===== config.mk =====
export PLATFORM = sky130hd
export DESIGN_NAME = boreal_learning_sweep
export DESIGN_NICKNAME = d
export VERILOG_FILES = /design/src/rtl/boreal_learning_sweep.sv
export SDC_FILE = /design/constraint.sdc
export NUM_CORES = 1
export LEC_CHECK = 0
export CORE_MARGIN = 4
export CORE_UTILIZATION = 65
export DETAILED_ROUTE_END_ITERATION = 8
export PLACE_DENSITY = 0.87
export SLEW_MARGIN = 40
export SYNTH_ARGS = -nofsm -noshare
export SYNTH_HDL_FRONTEND = slang
export SYNTH_SLANG_ARGS = --single-unit

===== constraint.sdc =====
create_clock -name clk -period 10.2 [get_ports clk]
set_clock_uncertainty 0.15 [all_clocks]
set_input_delay 2.04 -clock clk [delete_from_list [all_inputs] [get_ports clk]]
set_output_delay 2.04 -clock clk [all_outputs]
set_load 0.05 [all_outputs]

===== src/rtl/boreal_learning_sweep.sv =====
// Hebbian learning sweep over a synapse bank: W_new = sat(W + (eps*mu >>> ETA_SHIFT) - (W >>> DECAY_SHIFT)).
// Issues one read per cycle; a three-stage pipeline writes the updated weights back through BRAM port B.
module boreal_learning_sweep #(
  parameter int DATA_W      = 16,
  parameter int N_SYN       = 64,
  parameter int ADDR_W      = 6,
  parameter int ETA_SHIFT   = 10,
  parameter int DECAY_SHIFT = 0,
  parameter int SAT_CNT_W   = 16
) (
  input  logic                     clk,
  input  logic                     rst_n,
  input  logic                     start,
  input  logic                     abort,
  input  logic                     enable_learning,
  input  logic signed [DATA_W-1:0] epsilon,
  output logic                     rd_en,
  output logic [ADDR_W-1:0]        rd_addr,
  input  logic signed [DATA_W-1:0] w_rd_data,
  input  logic signed [DATA_W-1:0] mu_rd_data,
  output logic                     we_b,
  output logic [ADDR_W-1:0]        wr_addr,
  output logic signed [DATA_W-1:0] wr_data,
  output logic                     busy,
  output logic                     done,
  output logic [SAT_CNT_W-1:0]     sat_count
);

  localparam int PW = 2 * DATA_W;
  localparam int SW = 2 * DATA_W + 2;
  localparam logic [ADDR_W-1:0] LAST_ADDR = ADDR_W'(N_SYN - 1);
  localparam logic signed [SW-1:0] MAX_V = {{(SW-DATA_W+1){1'b0}}, {(DATA_W-1){1'b1}}};
  localparam logic signed [SW-1:0] MIN_V = {{(SW-DATA_W+1){1'b1}}, {(DATA_W-1){1'b0}}};

  typedef enum logic [1:0] {IDLE, ISSUE, DRAIN} state_t;

  state_t                    state;
  logic signed [DATA_W-1:0]  eps_q;
  logic                      en_q;
  logic                      rv, v1, ov;
  logic [ADDR_W-1:0]         a0, a1;
  logic signed [PW-1:0]      prod;
  logic signed [DATA_W-1:0]  w1;

  logic signed [PW-1:0]      delta;
  logic signed [DATA_W-1:0]  decay;
  logic signed [SW-1:0]      w_ext, d_ext, k_ext, sum;
  logic                      sat_hi, sat_lo;
  logic signed [DATA_W-1:0]  w_new;

  assign delta = prod >>> ETA_SHIFT;

  generate
    if (DECAY_SHIFT == 0) begin : g_no_decay
      assign decay = '0;
    end else begin : g_decay
      assign decay = w1 >>> DECAY_SHIFT;
    end
  endgenerate

  // Full-width sum so the clamp sees the true value, never a wrapped one.
  assign w_ext  = {{(SW-DATA_W){w1[DATA_W-1]}}, w1};
  assign d_ext  = {{(SW-PW){delta[PW-1]}}, delta};
  assign k_ext  = {{(SW-DATA_W){decay[DATA_W-1]}}, decay};
  assign sum    = w_ext + d_ext - k_ext;
  assign sat_hi = sum > MAX_V;
  assign sat_lo = sum < MIN_V;
  assign w_new  = sat_hi ? MAX_V[DATA_W-1:0] :
                  sat_lo ? MIN_V[DATA_W-1:0] : sum[DATA_W-1:0];

  always_ff @(posedge clk or negedge rst_n) begin
    if (!rst_n) begin
      state     <= IDLE;
      eps_q     <= '0;
      en_q      <= 1'b0;
      rv        <= 1'b0;
      v1        <= 1'b0;
      ov        <= 1'b0;
      a0        <= '0;
      a1        <= '0;
      prod      <= '0;
      w1        <= '0;
      rd_en     <= 1'b0;
      rd_addr   <= '0;
      we_b      <= 1'b0;
      wr_addr   <= '0;
      wr_data   <= '0;
      busy      <= 1'b0;
      done      <= 1'b0;
      sat_count <= '0;
    end else begin
      done <= 1'b0;
      rv   <= rd_en;
      a0   <= rd_addr;
      v1   <= rv;
      a1   <= a0;
      prod <= eps_q * mu_rd_data;
      w1   <= w_rd_data;
      ov   <= v1;
      we_b <= v1 & en_q;
      if (v1 && !abort) begin
        wr_data <= w_new;
        wr_addr <= a1;
        if ((sat_hi || sat_lo) && (sat_count != '1))
          sat_count <= sat_count + SAT_CNT_W'(1);
      end

      case (state)
        IDLE: begin
          // The done cycle is also IDLE; a start there is dropped, not queued.
          if (start && !done) begin
            state     <= ISSUE;
            eps_q     <= epsilon;
            en_q      <= enable_learning;
            sat_count <= '0;
            rd_en     <= 1'b1;
            rd_addr   <= '0;
            busy      <= 1'b1;
          end
        end
        ISSUE: begin
          if (rd_addr == LAST_ADDR) begin
            rd_en <= 1'b0;
            state <= DRAIN;
          end else begin
            rd_addr <= rd_addr + ADDR_W'(1);
          end
        end
        DRAIN: begin
          // Final write is on the port this cycle and nothing is behind it.
          if (ov && !v1 && !rv) begin
            done  <= 1'b1;
            busy  <= 1'b0;
            state <= IDLE;
          end
        end
        default: state <= IDLE;
      endcase

      if (abort && state != IDLE) begin
        state <= IDLE;
        rd_en <= 1'b0;
        busy  <= 1'b0;
        done  <= 1'b0;
        rv    <= 1'b0;
        v1    <= 1'b0;
        ov    <= 1'b0;
        we_b  <= 1'b0;
      end
    end
  end

endmodule


# ---- Word-level counts from Yosys, hierarchy flattened
# Cells that the tools add are included.
dict set report op_classes {
  eq_ne 9
  n_reduce_logical 21
  multipliers 1
  addsub 3
  n_mux 28
  magnitude_cmp 2
  bitwise 1
}
# operator n
set ops {}
lappend ops {{two-way mux 16 bit} 6}
lappend ops {{multiplier 16 x 16 -> 32 bit} 1}
lappend ops {{adder 16 x 22 -> 23 bit} 1}
lappend ops {{> comparator 23 x 16 -> 1 bit (second input constant)} 1}
lappend ops {{less-than comparator 23 x 16 -> 1 bit (second input constant)} 1}
lappend ops {{adder 16 x 1 -> 16 bit (second input constant)} 1}
lappend ops {{inequality test 16 bit (second input constant)} 1}
lappend ops {{two-way mux 1 bit} 12}
lappend ops {{two-way mux 6 bit} 2}
lappend ops {{one-hot mux 6 bit (2 select lines)} 1}
lappend ops {{AND reduction 3 bit} 4}
lappend ops {{inequality test 3 bit (second input constant)} 3}
lappend ops {{two-way mux 2 bit} 4}
lappend ops {{adder 6 x 1 -> 6 bit (second input constant)} 1}
lappend ops {{equality test 6 bit (second input constant)} 1}
lappend ops {{logical AND 1 bit} 6}
lappend ops {{one-hot mux 2 bit (3 select lines)} 1}
lappend ops {{nonzero test 3 bit} 2}
lappend ops {{logical NOT 1 bit} 4}
lappend ops {{inequality test 2 bit (second input constant)} 2}
lappend ops {{one-hot mux 1 bit (2 select lines)} 2}
lappend ops {{nonzero test 2 bit} 2}
lappend ops {{equality test 2 x 1 -> 1 bit (second input constant)} 1}
lappend ops {{equality test 2 bit (second input constant)} 1}
lappend ops {{4 further kinds} 4}
dict set report totals {
  reg_bits 130
  in_bits 53
}

# ---- Depth between registers and ports, before layout
dict set report depth {
  word_depth 8
  mapped_depth 26
  depth_no_buf 25
}

# ---- Worst setup path after synthesis
# OpenSTA, ideal clock, no wires.
dict set report synth_path {
  path_kind {input to register}
  startpoint {input mu_rd_data[1]}
  endpoint {register prod[31]}
  path_buffers 1
  t_required_ps 9924
  stages 23
  path_slack_ps 1908
  arrival_ps 8016
  setup_time_ps 126
  path_cell_list {clkbuf_1 nand2_1 inv_1 fa_1 fa_1 inv_1 fa_1 fa_1 inv_1 fa_1 inv_1 fa_1 inv_1 ha_1 a21oi_1 a21boi_0 o21ai_0 a21boi_0 a311oi_1 nor2b_1 o21a_1 o21a_1 a311o_1}
}
dict set report synth_via {
  elab_chain_len 1
}
# element line
set synth_lines {}
lappend synth_lines {{from (decl)} 20} ;# input logic signed [DATA_W-1:0] mu_rd_data,
lappend synth_lines {{multiplier 16 x 16 -> 32 bit} 97} ;# prod <= eps_q * mu_rd_data;
lappend synth_lines {{to (signal assigned)} 97}
lappend synth_lines {{to (decl)} 42} ;# logic signed [PW-1:0] prod;
# Every way passes these cells.
# A chain may end at the register's enable or synchronous reset.

# ---- Worst setup path after layout
# Same ends and word-level chain as after synthesis.

==> results.json <==
{
  "hold_ws_ps": 200,
  "insertion_delay_ps": 430,
  "area_growth_pct": 12.2,
  "syn_area_per_cell_sq_um": 9.48,
  "yosysUniqueCellTypes": 65,
  "synth-compound-area-share_pct": 7.71,
  "layout_worst_path_cycle_share_pct": 90.5,
  "yosysSeqAreaShare_pct": 20.0,
  "clk_transition_reported_paths_ps": 60,
  "critPathRequiredTime_ps": 10410,
  "critPathMaxFanout": 16,
  "yosys.area_share.simple_pct": 16.1,
  "htreeDepth": 4,
  "rsz0062_at_grt": "no",
  "cap_viol_max_count": 0,
  "pin_count": 101,
  "yosysWarnings": 0,
  "synth_fp_nets": 2004,
  "fin_nets": 2080,
  "hold_path_end": "a1[0]",
  "synthFlopType": "dfrtp_1",
  "fmaxAchievable_mhz": 108,
  "r2r-start": "eps_q[15]",
  "fill_cells": 1484,
  "cts_hold_buf": 0,
  "start_util_pct": 66.2,
  "wl_per_cell_um": 18.9,
  "endpoint_kind": "register",
  "max-clock-path-buffers": 2,
  "synth_edf_count": 0,
  "grt_pass1_wl_um": 62300,
  "synthXorXnorAreaFrac_pct": 3.09,
  "final_common_cell": "inv_1",
  "yosysTopAreaCell": "fa_1",
  "cp-start-kind": "primary input",
  "finalSetupViolCount": 0,
  "r2r_slack_ps": 2640,
  "async_flop_share_pct": 100,
  "finalCriticalPeriod_ps": 9230,
  "outcome": "finished, final reports clean",
  "rows": 55,
  "dieArea_sq_um": 25600,
  "post_cts_buffers": 0,
  "r2r_end": "prod[31]",
  "grt_pass1_vias": 12700,
  "final_cell_mix": "inv_1, fa_1, nand2_1",
  "grt_usage_pct": 30.3,
  "drtIter0Drc": 1080,
  "antenna_found_initial": 0,
  "crit_arrival_ps": 9440,
  "synth.area.mux_share_pct": 0.266,
  "cts_tree": "built",
  "synth_fa_ha_area_share_pct": 43.5,
  "worstMarginPinSlew_ps": 820,
  "hold-path-cell-count": 0,
  "fin_setup_tns_ps": 0,
  "min_from": "a0[0]",
  "syn_area_sq_um": 15000,
  "drive_above_1_share_pct": 3.34,
  "coreArea_sq_um": 22700,
  "slew_violations": 0,
  "finalWirelength_um": 37000,
  "cts_made_buffers": 17,
  "reg2reg_depth": 23,
  "worst-setup-path-type": "primary input to register",
  "num_antenna_cells": 0,
  "netlist.area_leader.share_pct": 34.9,
  "drcViolationCount": 0,
  "vias_per_cell": 5.85,
  "clockRootBuffer": "clkbuf_16",
  "first_pass_iters": 5,
  "io_buffers": 100,
  "die_h_um": 160,
  "slew_headroom_pct": 45.2,
  "synth_top_family_by_area": "adder cells",
  "hold_viol": 0,
  "ant_nets": 0,
  "grt_max_degree": 83,
  "clock_sinks": 120,
  "vias": 11500,
  "grt-ovfl-total": 0,
  "ys_ff_latch": 120,
  "synthTopCellsByArea": "fa_1, dfrtp_1, ha_1, inv_1, nand2_1",
  "cts_resized": 0,
  "place_congestion": 0.925,
  "synth_cells": 1586,
  "die_w_um": 160,
  "dp_hpwl_um": 27900,
  "worstHoldPathType": "register to register"
}
-- through the flow --
stage	utilization (%)	instances	worst slack, ps	area [sq um]
2_1_floorplan	-	1586	1910	15000
3_3_place_gp	71.5	1926	952	16200
3_5_place_dp	71.6	1928	643	16300
4_1_cts	74.2	1960	1090	16900
5_1_grt	74.2	1960	569	16900
6_report	74.2	1960	970	16900
-- critical path, stage by stage --
cell and delay (ps):
clkdlybuf4s50_1 820, nand2_1 210, inv_1 170, fa_1 530
fa_1 890, inv_1 200, fa_1 460, fa_1 540
inv_1 50, fa_1 480, inv_1 60, fa_1 530
inv_1 40, ha_1 380, a21oi_1 180, a21boi_0 100
o21ai_0 250, a21boi_0 140, a311oi_1 420, nor2b_1 120
o21a_1 200, o21a_1 210, nor4_1 240, a311o_1 150
-- worst max-delay path by stage --
stage,from,to,cells past startpoint
floorplan,mu_rd_data[1],prod[31],23
global placement,mu_rd_data[5],prod[31],25
detailed placement,mu_rd_data[1],prod[31],24
CTS,mu_rd_data[1],prod[31],24
global route,mu_rd_data[1],prod[31],24
finish,mu_rd_data[1],prod[31],24
-- cell families after synthesis --
group,after synthesis
buf+inv,373
xor+xnor,53
fa+ha+maj,365
compound gates,171
flops,120
mux,4
simple gates,500
-- final cells by class --
type | instances | area (sq um) | area share (%)
Sequential cell | 120 | 3000 | 17.8
Timing Repair Buffer | 108 | 1060 | 6.32
Clock buffer | 17 | 425 | 2.52
Inverter | 322 | 1210 | 7.17
Multi-Input combinational cell | 1093 | 10600 | 63.0
Clock inverter | 15 | 176 | 1.05
Tap cell | 285 | 357 | 2.12
-- sequential cells by signal, summed over array words and instances (netlist names) --
register,flops
prod,22
eps_q,16
sat_count,16
w1,16
wr_data,16
a0,6
a1,6
rd_addr,6
wr_addr,6
state,2
busy,1
done,1
en_q,1
ov,1
rd_en,1
rv,1
v1,1
we_b,1
-- layer usage --
layer  up-vias  wire length [um]  global-route usage [%]
met5         -                 0                       0
met3       159              2730                    6.81
li1       5031                 -                       -
met1      5725             13900                    37.6
met4         0              1870                    14.7
met2       553             18500                    50.5
-- synthesized netlist by cell type, types with 18 or more instances --
| cell type | n |
|---|---|
| a21oi_1 | 47 |
| and2_1 | 123 |
| clkbuf_1 | 46 |
| dfrtp_1 | 120 |
| fa_1 | 262 |
| ha_1 | 103 |
| inv_1 | 321 |
| nand2_1 | 234 |
| nand3_1 | 18 |
| nor2_1 | 49 |
| o21ai_0 | 36 |
| xnor2_1 | 36 |
Power is not shown: default switching activity piles up to over one toggle a cycle in this logic, so the estimate is an artifact.
